===== src/rtl/counter_pkg.sv =====
// Shared constants and helpers for the SEQUENTIAL/COUNTER library (up and down counters).
package counter_pkg;

    localparam int COUNTER_MOD_DEFAULT = 6;

    // Minimum register width able to hold codes 0..mod-1, never below one bit.
    function automatic int counter_width(input int mod);
        if (mod <= 2) begin
            return 1;
        end
        return $clog2(mod);
    endfunction

endpackage


===== src/rtl/counter_mod_n_down.sv =====
// Modulo-MOD down counter with enable/borrow cascade and a one-cycle wrap pulse.
// Optional synchronous load is compiled in with `define DOWN_COUNTER_LOAD_EN.
module counter_mod_n_down
    import counter_pkg::*;
#(
    parameter int MOD   = COUNTER_MOD_DEFAULT,
    parameter int WIDTH = counter_width(MOD)
) (
    input  logic             clk,
    input  logic             reset_n,
    input  logic             en,
`ifdef DOWN_COUNTER_LOAD_EN
    input  logic             load,
    input  logic [WIDTH-1:0] load_val,
`endif
    output logic [WIDTH-1:0] dout,
    output logic             borrow_out,
    output logic             wrap
);

    localparam logic [WIDTH-1:0] TOP_VAL = WIDTH'(MOD - 1);

    logic [WIDTH-1:0] r_dout;
    logic             r_wrap;
    logic             w_at_zero;

    assign w_at_zero  = (r_dout == '0);
    // dout is MOD-1 throughout reset, so borrow_out is low then regardless of en.
    assign borrow_out = en && w_at_zero;
    assign dout       = r_dout;
    assign wrap       = r_wrap;

`ifdef DOWN_COUNTER_LOAD_EN
    localparam logic [WIDTH:0] MOD_EXT = (WIDTH + 1)'(MOD);

    logic [WIDTH-1:0] w_load_sat;

    // Out-of-range load values saturate to MOD-1 so no illegal code is ever held.
    assign w_load_sat = ({1'b0, load_val} < MOD_EXT) ? load_val : TOP_VAL;
`endif

    always_ff @(posedge clk or negedge reset_n) begin
        if (!reset_n) begin
            r_dout <= TOP_VAL;
            r_wrap <= 1'b0;
        end else begin
            r_wrap <= 1'b0;
`ifdef DOWN_COUNTER_LOAD_EN
            if (load) begin
                r_dout <= w_load_sat;
            end else
`endif
            if (en) begin
                if (w_at_zero) begin
                    r_dout <= TOP_VAL;
                    r_wrap <= 1'b1;
                end else begin
                    r_dout <= r_dout - 1'b1;
                end
            end
        end
    end

endmodule


===== config.mk =====
export PLATFORM = sky130hd
export DESIGN_NAME = counter_mod_n_down
export DESIGN_NICKNAME = d
export VERILOG_FILES = /design/src/rtl/counter_pkg.sv /design/src/rtl/counter_mod_n_down.sv
export SDC_FILE = /design/constraint.sdc
export NUM_CORES = 1
export LEC_CHECK = 0
export CORE_AREA = 2 2 39 41
export CTS_CLUSTER_DIAMETER = 200
export DETAILED_ROUTE_END_ITERATION = 10
export DIE_AREA = 0 0 41 43
export GPL_TIMING_DRIVEN = 1
export RECOVER_POWER = 100
export SLEW_MARGIN = 20
export SYNTH_ARGS = -nofsm -noshare
export SYNTH_HDL_FRONTEND = slang
export SYNTH_SLANG_ARGS = --single-unit

===== constraint.sdc =====
create_clock -name clk -period 3.6 [get_ports clk]
set_clock_uncertainty 0.05 [all_clocks]
set_input_delay 0.54 -clock clk [delete_from_list [all_inputs] [get_ports clk]]
set_output_delay 0.54 -clock clk [all_outputs]
set_load 0.02 [all_outputs]

==> results by group <==
Outcome
  • Status: complete, no violations

Clock network
  • CTS tree: done
  • H-tree lvl count: 1
  • Post-CTS Hold Fix Bufs: 0
  • Clock-pin slew on the worst setup and hold paths: ~0.030 ns
  • Clk root buf: clkbuf_4
  • Clock Path Buffers: 2
  • Post-CTS Setup Inserts: 0
  • Num CTS Buffers: 3
  • CTS Sinks: 4
  • Cells resized by post-CTS repair: 0
  • Clock Latency Late Sink: ~0.24 ns

GRT
  • First-pass GRT wire length: 614 um
  • Initial antenna violation count: 0
  • Vias in the first global route: around 140
  • Tot GR Track Use: 6.33%
  • Grt total ovfl: 0
  • Largest net degree at the start of global routing: 7

Layout
  • Filler instances: between 100 and 150
  • Final core utilization: between 20% and 30%
  • Register Area: slightly above 100 sq um
  • Layout cells sized above 1: between 20% and 30%
  • Multi-input logic area: 83.8 sq um
  • Final #Nets: 32
  • Ant diodes: 0
  • Area grow syn2layout: 61.2%

STA
  • Final Hold Fails: 0
  • Final Setup Violations: 0
  • Final TNS setup: 0 ns
  • RSZ-0062 raised after global routing: no
  • Max_slew headroom: between 80 and 90%
  • Crit path time final: 2.62 ns
  • Max Slew Vio Count: 0
  • FMAX: approximately 0.38 GHz
  • Period utilization: roughly 73%
  • Slew @ Worst Pin: about 0.22 ns

Route
  • Initial detailed-routing violation count: 0
  • # DRC: 0
  • Pre-antenna DRT Iters: 1
  • Vias/cell: about 3.6
  • Routed WL: about 370 um
  • Via count: ~160
  • Routed wire per std cell: around 8.6 um
  • Post-DRT Antenna Nets: 0

Placement
  • GPL Wtd Cong: approximately 0.59
  • Port Buffers: 7

Yosys
  • Mapped Area: ~190 sq um
  • Top-area cell type share of the netlist area: approximately 28%
  • Post-synthesis sequential area ratio: roughly 54%
  • Ys Warns: 0
  • Syn avg cell area: approximately 12 sq um
  • Top-count cell post-synth: nor2_1
  • Most common flop cell mapped by yosys: dfstp_2
  • Distinct cells, synth: 11
  • #FFs+latches synth: 4
  • Synth Instances: 16
  • Post-synth EDFFs: 0
  • Synth top cells by count: nor2_1, a21oi_1, dfrtp_1, dfstp_2
  • Synth area leaders: dfstp_2, dfrtp_1, mux2_4
  • Syn nets: 20
  • Largest area contributor in the netlist: dfstp_2
  • Ys async rst share: between 90% and 100%

Worst setup path
  • Critical Path Slowest Stage Cell: dlygate4sd3_1
  • Nature of the critical path startpoint: input pin
  • Worst setup EP type: output port
  • Reg2Reg Setup Slack: ~2.4 ns
  • Worst path max stage delay: between 0.6 and 0.7 ns
  • Critical path peak fanout: 6
  • Cells along the critical path: dlygate4sd3_1, and2_2, dlygate4sd3_1
  • Crit-path most repeated cell: dlygate4sd3_1
  • WS Path Type: input pin to output port
  • WP data arrival: just over 2 ns
  • Data required, critical path: 3.01 ns

Flow run
  • Max_cap viols: 0

Die
  • Die ar.: ~0.0018 sq mm
  • IO Count: 8
  • Core Rows: 14
  • Die Y-Extent: approximately 43 um
  • Initial Utilization: 13.7%
  • Die W: a little over 40 um
  • Core Footprint: between 0.001 and 0.0015 sq mm

Pwr
  • Final Power: approximately 250 uW
  • Pwr Density: 799 mW/mm^2
  • Worst IR Drop VDD: between 0.2 and 0.3 mV
  • Leak: around 0.14 nW

Hold path
  • HP Class: flop to flop
[cells in the final DEF, fill, tap and decap left out, drive strengths merged]
cell type / count
a21oi: 2
and2: 1
and2b: 1
clkbuf: 4
dfrtp: 2
dfstp: 2
dlygate4sd3: 7
ha: 1
inv: 1
mux2: 1
nor2: 3
nor2b: 2
[power by group]
| part | internal (mW) | switching [mW] | leakage [nW] |
|---|---|---|---|
| logic | 0.0528 | 0.0471 | 0.0830 |
| clock network | 0.0416 | 0.0190 | 0.0150 |
| registers | 0.0676 | 0.0169 | 0.0464 |
| total | 0.162 | 0.0830 | 0.144 |
[layer usage]
metal / wire, um / track usage, % / vias up / share of wire, %
met5: 0 / 0 / - / 0
met4: 6 / 2.00 / 0 / 1.6
met3: 48 / 9.42 / 2 / 13
met2: 174 / 7.50 / 7 / 47
met1: 139 / 5.81 / 73 / 38
li1: - / - / 73 / -
[worst max-delay path, delay by kind of cell]
kind                   cells  cell delay (ns)
buffers and inverters      2             1.31
and+or+nand+nor            1             0.18
[logic make-up (layout without fill, tap and decap cells)]
logic type | Yosys count | in the layout | synth area share [%]
AOI/OAI and AO/OA | 2 | 2 | 5.26
DFF | 4 | 4 | 53.9
and+or+nand+nor | 7 | 7 | 24.3
muxes | 1 | 1 | 7.89
adders and majority gates | 1 | 1 | 6.58
buffers and inverters | 1 | 12 | 1.97
[sequential cells by signal, summed over array words and instances, names as in the netlist]
name / cells
wrap: 1
dout: 3
[path summary, 6_finish.rpt]
check,start,end,cells past startpoint
max in group asynchronous,reset_n,dout[2],1
hold / removal,dout[2],dout[2],2
min in group asynchronous,reset_n,wrap,1
setup / recovery,en,borrow_out,3
hold reg to reg,dout[2],dout[2],2
setup reg to reg,dout[0],dout[2],3
[final cells by class]
class | count | share of cell area (%)
Clock buffer | 4 | 8.57
Inverter | 1 | 1.22
Multi-Input combinational cell | 11 | 27.3
Sequential cell | 4 | 33.5
Tap cell | 16 | 6.53
Timing Repair Buffer | 7 | 22.9
[stage by stage]
| step | worst slack [ns] | area, sq um | hold WS (ns) | std cells |
|---|---|---|---|---|
| after floorplan | 1.94 | 190 | 0.194 | 16 |
| after global placement | 1.11 | 280 | 0.459 | 39 |
| after detailed placement | 1.11 | 280 | 0.481 | 39 |
| after CTS | 1.10 | 307 | 0.456 | 43 |
| after global routing | 0.930 | 307 | 0.511 | 43 |
| final | 0.981 | 307 | 0.477 | 43 |
Note: power is estimated with default switching activity, not from simulation.
